**src/rtl/dmem_pkg.sv**
```systemverilog
// Shared encodings for the data-memory controller: access sizes, FSM states
// and the big-endian byte-offset to bit-lane mapping.
package dmem_pkg;

    typedef enum logic [1:0] {
        DS_BYTE = 2'b00,
        DS_HALF = 2'b01,
        DS_RSVD = 2'b10,
        DS_WORD = 2'b11
    } dsize_t;

    typedef enum logic [1:0] {
        ST_IDLE  = 2'b00,
        ST_RD    = 2'b01,
        ST_MERGE = 2'b10
    } state_t;

    // Big-endian: byte offset 0 is the most significant byte of the word.
    localparam logic [4:0] BYTE0_LSB = 5'd24;
    localparam logic [4:0] BYTE1_LSB = 5'd16;
    localparam logic [4:0] BYTE2_LSB = 5'd8;
    localparam logic [4:0] BYTE3_LSB = 5'd0;
    localparam logic [4:0] HALF0_LSB = 5'd16;
    localparam logic [4:0] HALF1_LSB = 5'd0;

    function automatic logic [4:0] byte_lsb(input logic [1:0] offset);
        logic [4:0] lsb;
        case (offset)
            2'd0:    lsb = BYTE0_LSB;
            2'd1:    lsb = BYTE1_LSB;
            2'd2:    lsb = BYTE2_LSB;
            default: lsb = BYTE3_LSB;
        endcase
        return lsb;
    endfunction

    function automatic logic [4:0] half_lsb(input logic half_sel);
        return half_sel ? HALF1_LSB : HALF0_LSB;
    endfunction

endpackage

```
**src/rtl/dmem_lane.sv**
```systemverilog
// Combinational lane logic: extracts and extends a load lane, and builds the
// read-modify-write word for byte/half stores.
module dmem_lane
    import dmem_pkg::*;
(
    input  logic [31:0] word,
    input  logic [1:0]  offset,
    input  dsize_t      dsize,
    input  logic        loadext,
    input  logic [31:0] wdata,
    output logic [31:0] load_data,
    output logic [31:0] merge_data
);

    logic [4:0]  lsb;
    logic [31:0] shifted;
    logic [31:0] mask;

    always_comb begin
        lsb       = (dsize == DS_HALF) ? half_lsb(offset[1]) : byte_lsb(offset);
        shifted   = word >> lsb;
        load_data = word;
        mask      = 32'hFFFF_FFFF;
        case (dsize)
            DS_BYTE: begin
                load_data = {{24{loadext & shifted[7]}}, shifted[7:0]};
                mask      = 32'h0000_00FF << lsb;
            end
            DS_HALF: begin
                load_data = {{16{loadext & shifted[15]}}, shifted[15:0]};
                mask      = 32'h0000_FFFF << lsb;
            end
            default: begin
                load_data = word;
                mask      = 32'hFFFF_FFFF;
            end
        endcase
        // Only the low bits of the store data land in the selected lane.
        merge_data = (word & ~mask) | ((wdata << lsb) & mask);
    end

endmodule

```
**src/rtl/dmem_ctrl.sv**
```systemverilog
// Data-memory access controller: single-port word RAM, big-endian lanes,
// read-modify-write for sub-word stores and a stall while a read is pending.
module dmem_ctrl
    import dmem_pkg::*;
#(
    parameter int MEM_WORDS = 16384,
    parameter int IDX_W     = 14
) (
    input  logic             clock,
    input  logic             reset,
    input  logic             req,
    input  logic             we,
    input  logic [31:0]      addr,
    input  logic [31:0]      wdata,
    input  logic [1:0]       dsize,
    input  logic             loadext,
    output logic             stall,
    output logic [31:0]      rdata,
    output logic             fault,
    output logic             fault_sticky,
    output logic             mem_en,
    output logic             mem_we,
    output logic [IDX_W-1:0] mem_addr,
    output logic [31:0]      mem_wdata,
    input  logic [31:0]      mem_rdata
);

    localparam logic [32:0] ADDR_LIMIT = 33'(MEM_WORDS) << 2;

    state_t             state_reg;
    logic [IDX_W-1:0]   idx_reg;
    logic [1:0]         off_reg;
    dsize_t             dsize_reg;
    logic               ext_reg;
    logic [31:0]        wdata_reg;
    logic               sticky_reg;

    dsize_t             req_dsize;
    logic               bad_cond;
    logic               idle_req;
    logic               fault_int;
    logic               accept;
    logic               word_store;
    logic [31:0]        load_data;
    logic [31:0]        merge_data;

    assign req_dsize = dsize_t'(dsize);

    always_comb begin
        bad_cond = (req_dsize == DS_RSVD)
                 | ((req_dsize == DS_HALF) & addr[0])
                 | ((req_dsize == DS_WORD) & (addr[1:0] != 2'b00))
                 | ({1'b0, addr} >= ADDR_LIMIT);
        // Every output is forced low while reset is held, even with req active.
        idle_req   = reset & req & (state_reg == ST_IDLE);
        fault_int  = idle_req & bad_cond;
        accept     = idle_req & ~bad_cond;
        word_store = we & (req_dsize == DS_WORD);
    end

    dmem_lane u_lane (
        .word       (mem_rdata),
        .offset     (off_reg),
        .dsize      (dsize_reg),
        .loadext    (ext_reg),
        .wdata      (wdata_reg),
        .load_data  (load_data),
        .merge_data (merge_data)
    );

    always_comb begin
        stall     = 1'b0;
        rdata     = 32'h0;
        mem_en    = 1'b0;
        mem_we    = 1'b0;
        mem_addr  = idx_reg;
        mem_wdata = 32'h0;
        if (reset) begin
            case (state_reg)
                ST_IDLE: begin
                    if (accept) begin
                        mem_en   = 1'b1;
                        mem_addr = addr[IDX_W+1:2];
                        if (word_store) begin
                            mem_we    = 1'b1;
                            mem_wdata = wdata;
                        end else begin
                            stall = 1'b1;
                        end
                    end
                end
                ST_RD: begin
                    rdata = load_data;
                end
                ST_MERGE: begin
                    mem_en    = 1'b1;
                    mem_we    = 1'b1;
                    mem_wdata = merge_data;
                end
                default: ;
            endcase
        end
    end

    assign fault        = fault_int;
    assign fault_sticky = sticky_reg;

    always_ff @(posedge clock or negedge reset) begin
        if (!reset) begin
            state_reg  <= ST_IDLE;
            idx_reg    <= '0;
            off_reg    <= 2'b00;
            dsize_reg  <= DS_BYTE;
            ext_reg    <= 1'b0;
            wdata_reg  <= 32'h0;
            sticky_reg <= 1'b0;
        end else begin
            if (fault_int) begin
                sticky_reg <= 1'b1;
            end
            case (state_reg)
                ST_IDLE: begin
                    if (accept && !word_store) begin
                        idx_reg   <= addr[IDX_W+1:2];
                        off_reg   <= addr[1:0];
                        dsize_reg <= req_dsize;
                        ext_reg   <= loadext;
                        wdata_reg <= wdata;
                        state_reg <= we ? ST_MERGE : ST_RD;
                    end
                end
                ST_RD:    state_reg <= ST_IDLE;
                ST_MERGE: state_reg <= ST_IDLE;
                default:  state_reg <= ST_IDLE;
            endcase
        end
    end

endmodule

```
**config.mk**
```make
export PLATFORM = sky130hd
export DESIGN_NAME = dmem_ctrl
export DESIGN_NICKNAME = d
export VERILOG_FILES = /design/src/rtl/dmem_pkg.sv /design/src/rtl/dmem_lane.sv /design/src/rtl/dmem_ctrl.sv
export SDC_FILE = /design/constraint.sdc
export NUM_CORES = 1
export LEC_CHECK = 0
export ABC_AREA = 0
export CAP_MARGIN = 30
export CORE_MARGIN = 2
export CORE_UTILIZATION = 44
export CTS_CLUSTER_SIZE = 10
export DETAILED_ROUTE_END_ITERATION = 12
export MAX_ROUTING_LAYER = met4
export PLACE_DENSITY = 0.85
export SYNTH_ARGS = -nofsm -noshare
export SYNTH_HDL_FRONTEND = slang
export SYNTH_SLANG_ARGS = --single-unit
```
**constraint.sdc**
```tcl
create_clock -name clock -period 2.67 [get_ports clock]
set_input_delay 0.534 -clock clock [delete_from_list [all_inputs] [get_ports clock]]
set_output_delay 0.534 -clock clock [all_outputs]
set_load 0.03 [all_outputs]
```
# == Word level (Yosys, flattened, before mapping) ==
# Index checks and enable logic that the tools add are counted.
# classes
mux,28
eq_ne,9
order_cmp,1
reduce_logical,7
bitwise_logic,17
shift,4
# op_table
op,n
32-bit one-hot mux with 2 select lines,3
32-bit two-way mux,5
32-bit bitwise AND,2
14-bit two-way mux,3
32-bit by 17-bit greater-or-equal comparator with 1-bit output (second input constant),1
32-bit inverter,1
32-bit bitwise OR,1
16-bit by 5-bit << shifter with 32-bit output (first input constant),1
32-bit by 5-bit << shifter with 32-bit output,1
8-bit by 5-bit << shifter with 32-bit output (first input constant),1
32-bit by 5-bit >> shifter with 16-bit output,1
5-bit one-hot mux with 3 select lines,1
5-bit two-way mux,2
1-bit bitwise AND,9
1-bit two-way mux,9
2-bit by 1-bit == test with 1-bit output (second input constant),4
2-bit == test (second input constant),4
2-bit logical NOT,3
2-bit two-way mux,3
1-bit one-hot mux with 2 select lines,2
1-bit bitwise OR,3
2-bit by 1-bit inequality test with 1-bit output (second input constant),1
2-bit AND reduction,1
2-bit nonzero test,1
3 further kinds,3
# word_totals
output_inout_bits,83
regBits,54
inputBits,103
elab_cells,73

# == Longest topological paths before layout ==
# depth
ltp_word,10
mapped_depth,7
ltp_nobuf,5

# == By module ==
# From an unflattened synthesis, not the netlist that was laid out.
# unflattened
cells_unflattened,518
hier_area_um2,4606.9
# by_module_without_submodules
module,area_each_um2,seq_area_each_um2,n_inst,cells_per_inst
dmem_ctrl,3089.2,1351.3,1,300
dmem_lane,1517.7,0.0,1,218

# == Least setup slack after synthesis ==
# No wires, ideal clock.
# synth_path
path_type,input to output
startpoint,input addr[29]
endpoint,output mem_we
n_path_buf,2
stages,6
t_arrival_ns,2.395
slack_ns,-0.259
required_ns,2.136
cell_sequence,or4_4 -> a21oi_4 -> buf_6 -> nand3_4 -> buf_6 -> o21ai_0
# synth_via
elab_chain_cells,7
# synth_lines
item,line,rtl
start: declaration,dmem_ctrl.sv:13,"input logic [31:0] addr,"
32-bit by 17-bit greater-or-equal comparator with 1-bit output,dmem_ctrl.sv:53,"| ({1'b0, addr} >= ADDR_LIMIT);"
1-bit bitwise OR,dmem_ctrl.sv:53,
1-bit inverter,dmem_ctrl.sv:57,accept = idle_req & ~bad_cond;
1-bit bitwise AND,dmem_ctrl.sv:57,
1-bit two-way mux,dmem_ctrl.sv:81,if (accept) begin
1-bit one-hot mux with 2 select lines,dmem_ctrl.sv:79,case (state_reg)
1-bit two-way mux,dmem_ctrl.sv:78,if (reset) begin
end: declaration,dmem_ctrl.sv:22,"output logic mem_we,"
# Every way passes these cells.

# == Worst setup path in the final report ==
# layout_path
startpoint,input addr[22]
endpoint,output mem_addr[2]
# layout_via
elab_chain_cells,7
# layout_lines
item,line,rtl
32-bit by 17-bit greater-or-equal comparator with 1-bit output,dmem_ctrl.sv:53,
1-bit bitwise OR,dmem_ctrl.sv:53,
1-bit inverter,dmem_ctrl.sv:57,
1-bit bitwise AND,dmem_ctrl.sv:57,
14-bit two-way mux,dmem_ctrl.sv:81,
14-bit two-way mux,dmem_ctrl.sv:79,
14-bit two-way mux,dmem_ctrl.sv:78,
end: declaration,dmem_ctrl.sv:23,"output logic [IDX_W-1:0] mem_addr,"
# Every way passes these cells.

==> results.toml <==
[placement]
gp_congestion = 1.01
place_area_um2 = 6770
place_hpwl_um = 14500
port_buffers = 185

[route]
drcViolationCount = 0
dr.first_iter.drc_count = 644
finalWirelength_um = 22100
vias = 5748
via_per_inst = 6.69
drtAntennaViolNets = 0
wire_per_inst_um = 25.7
firstDrtPassIters = 7

[floorplanning]
dieArea_um2 = 11200
fp-row-count = 37
core_area_um2 = 10200
dieWidth_um = 106
initial_core_util_pct = 44.7
fp.dieH_um = 106
io_pins = 186

[yosys]
synth_area_um2 = 4570
yosys.area_share.simple_pct = 12.4
ys.flop_type = "dfrtp_1"
async_reset_ff_share_pct = 100
synthMuxAreaShare_pct = 22.1
synth_top_family_by_area = "compound AO/OA/AOI/OAI gates"
synth.distinct_cells = 55
synth_edf_count = 0
synth_xor_area_share_pct = 0
synth_compound_area_share_pct = 27.5
synth-seq-cells = 54
yosysSeqAreaShare_pct = 29.5
synth_area_per_cell_um2 = 9.28
synthAdderAreaFrac_pct = 0
syn_nets = 596
yosysWarnings = 0
syn-instance-count = 493

[pwr]
leakagePower_nw = 3.26
irDropWorstVdd_mv = 0.213
pwr_density_cell_nw_per_um2 = 208

[sta]
setup_slack_ns = -0.182
skew_ns = 0.00735
tns_ns = -4.09
slew_headroom_pct = 59.6
fmax_mhz = 351
rsz0062_at_grt = "yes"
finalSetupViolations = 50
hold_violations = 0
slew_viol_final = 0
tightest_slew_ns = 0.606
finalCritPeriodShare_pct = 107
period_needed_ns = 2.85

[finish]
fill_cells = 596
stdcell_area_um2 = 7980
drive_above_1_share_pct = 45.3
layout_common_cells = "buf_4 (84), clkdlybuf4s50_1 (80), mux2_2 (58), buf_6 (54), dfrtp_1 (50)"
fin_nets = 824
largest_register_ffs = 32
final_common_cell = "buf_4"
area_growth_pct = 74.4

[cts]
clock-sinks = 54
cts_tree = "yes"
clock_latency_ns = 0.32
path_clk_slew_ns = 0.11
cts_root_buffer = "clkbuf_8"
htree_levels = 2
cts_buffers = 5
clk_path_buf_depth = 2
cts_hold_buffers = 0

[run_status]
violations = "setup timing"
status = "finished, violations left"

[global_route]
grt_pass1_vias = 5505
grt_usage_pct = 35.1
overflow = 0
grt_pass1_wl_um = 30300
grt_antenna_before_repair = 1
grt_max_degree = 39

[min_path]
hp-class = "primary input to async pin"

[setup_path]
rr_startpoint = "state_reg[1]"
crit_path_end_kind = "output pin"
crit_buf_inv = 5
regToRegSetupSlack_ns = 0.74
slowest_delay_ns = 0.35
cp_cell_sequence = "clkdlybuf4s15_1, nor4_1, and4_4, buf_6, nand3_4, buf_12, buf_12, mux2_4, buf_6"
slowest_stage = "nor4_1"
path_delay_family = "simple AND/OR/NAND/NOR gates"
reg2reg_to = "wdata_reg[21]"
cp.arrival_ns = 2.32
path_class = "primary input to output pin"
cp-startpoint = "addr[22]"
crit_end = "mem_addr[2]"
cp-start-kind = "primary input"
crit_cells = 9
critPathRequiredTime_ns = 2.14
reg2reg_depth = 6
crit_fanout = 7

[job]
cap_violations = 0
through the flow:
stage / instances / power [mW] / util, % / hold slack, ns / worst slack (ns)
final: 859 / 1.66 / 78.0 / 0.130 / -0.182
after global routing: 859 / 1.69 / 78.0 / 0.135 / -0.192
after CTS: 840 / 1.62 / 69.8 / 0.137 / -0.0911
after detailed placement: 820 / 1.11 / 66.1 / 0.462 / -0.587
after global placement: 820 / 1.10 / 66.1 / 0.455 / -0.538
after floorplan: 493 / 0.865 / - / 0.238 / -0.0261
metal layers:
metal / vias to the layer above / share of wire (%) / wire length, um / track usage [%]
li1: 2366 / - / - / -
met4: 0 / 5.7 / 1270 / 11.7
met3: 141 / 10 / 2250 / 5.03
met5: - / 0 / 0 / -
met1: 2749 / 34 / 7630 / 43.7
met2: 492 / 50 / 11000 / 58.9
cell usage after synthesis, drive strengths merged (9+ instances only):
master   instances  share of area, %
a22oi           14               2.3
o21ai           22               2.4
a211oi          23               3.8
a31oi           11               1.5
buf             21               3.1
nand4           12               2.0
inv             38               3.1
nand2b          10               1.4
nand2           30               2.5
o2bb2ai         24               4.6
mux2            64                16
nor2            13               1.1
mux2i            9               2.0
dfrtp           54                30
a2bb2oi         18               3.4
a21oi           18               2.2
clkbuf          24               2.0
worst min path at each step:
stage | endpoint | cells after the start
2_1_floorplan | dsize_reg[0] | 0
5_1_grt | off_reg[0] | 2
6_report | off_reg[0] | 2
3_3_place_gp | fault_sticky | 1
4_1_cts | ext_reg | 2
3_5_place_dp | fault_sticky | 1
power by group:
part | switching [mW] | internal, mW
combinational | 0.135 | 0.160
clock | 0.305 | 0.239
sequential | 0.0000630 | 0.817
total | 0.439 | 1.22
layout make-up:
type | count | area (um2) | area share, %
inverter | 40 | 163 | 2.04
tap | 136 | 170 | 2.13
antenna | 1 | 2.50 | 0.0314
sequential | 54 | 1360 | 17.0
timing repair buffer | 266 | 2790 | 34.9
multi-input combinational | 354 | 3390 | 42.6
clock buffer | 7 | 96.3 | 1.21
clock inverter | 1 | 8.76 | 0.110
cells by family (layout without fill, tap and decap cells):
family	count (synthesis)	in the layout
muxes	81	81
other	0	1
buffers and inverters	85	314
and+or+nand+nor	102	102
AOI/OAI and AO/OA	171	171
DFF	54	54
worst reg2reg max path, cell delays in order (launching register included):
cell	delay (ns)
dfrtp_1	0.48
and4bb_2	0.37
buf_4	0.15
nand4_4	0.10
clkinv_2	0.12
buf_4	0.23
mux2_2	0.37
repair_timing:
action,CTS,global route
endpoints found under the setup margin,81,80
endpoints found under the hold margin,0,0
gates cloned,2,4
setup buffers,10,16
gates resized for setup,100,131
pin swaps,12,14
(Power assumes the default switching activity.)
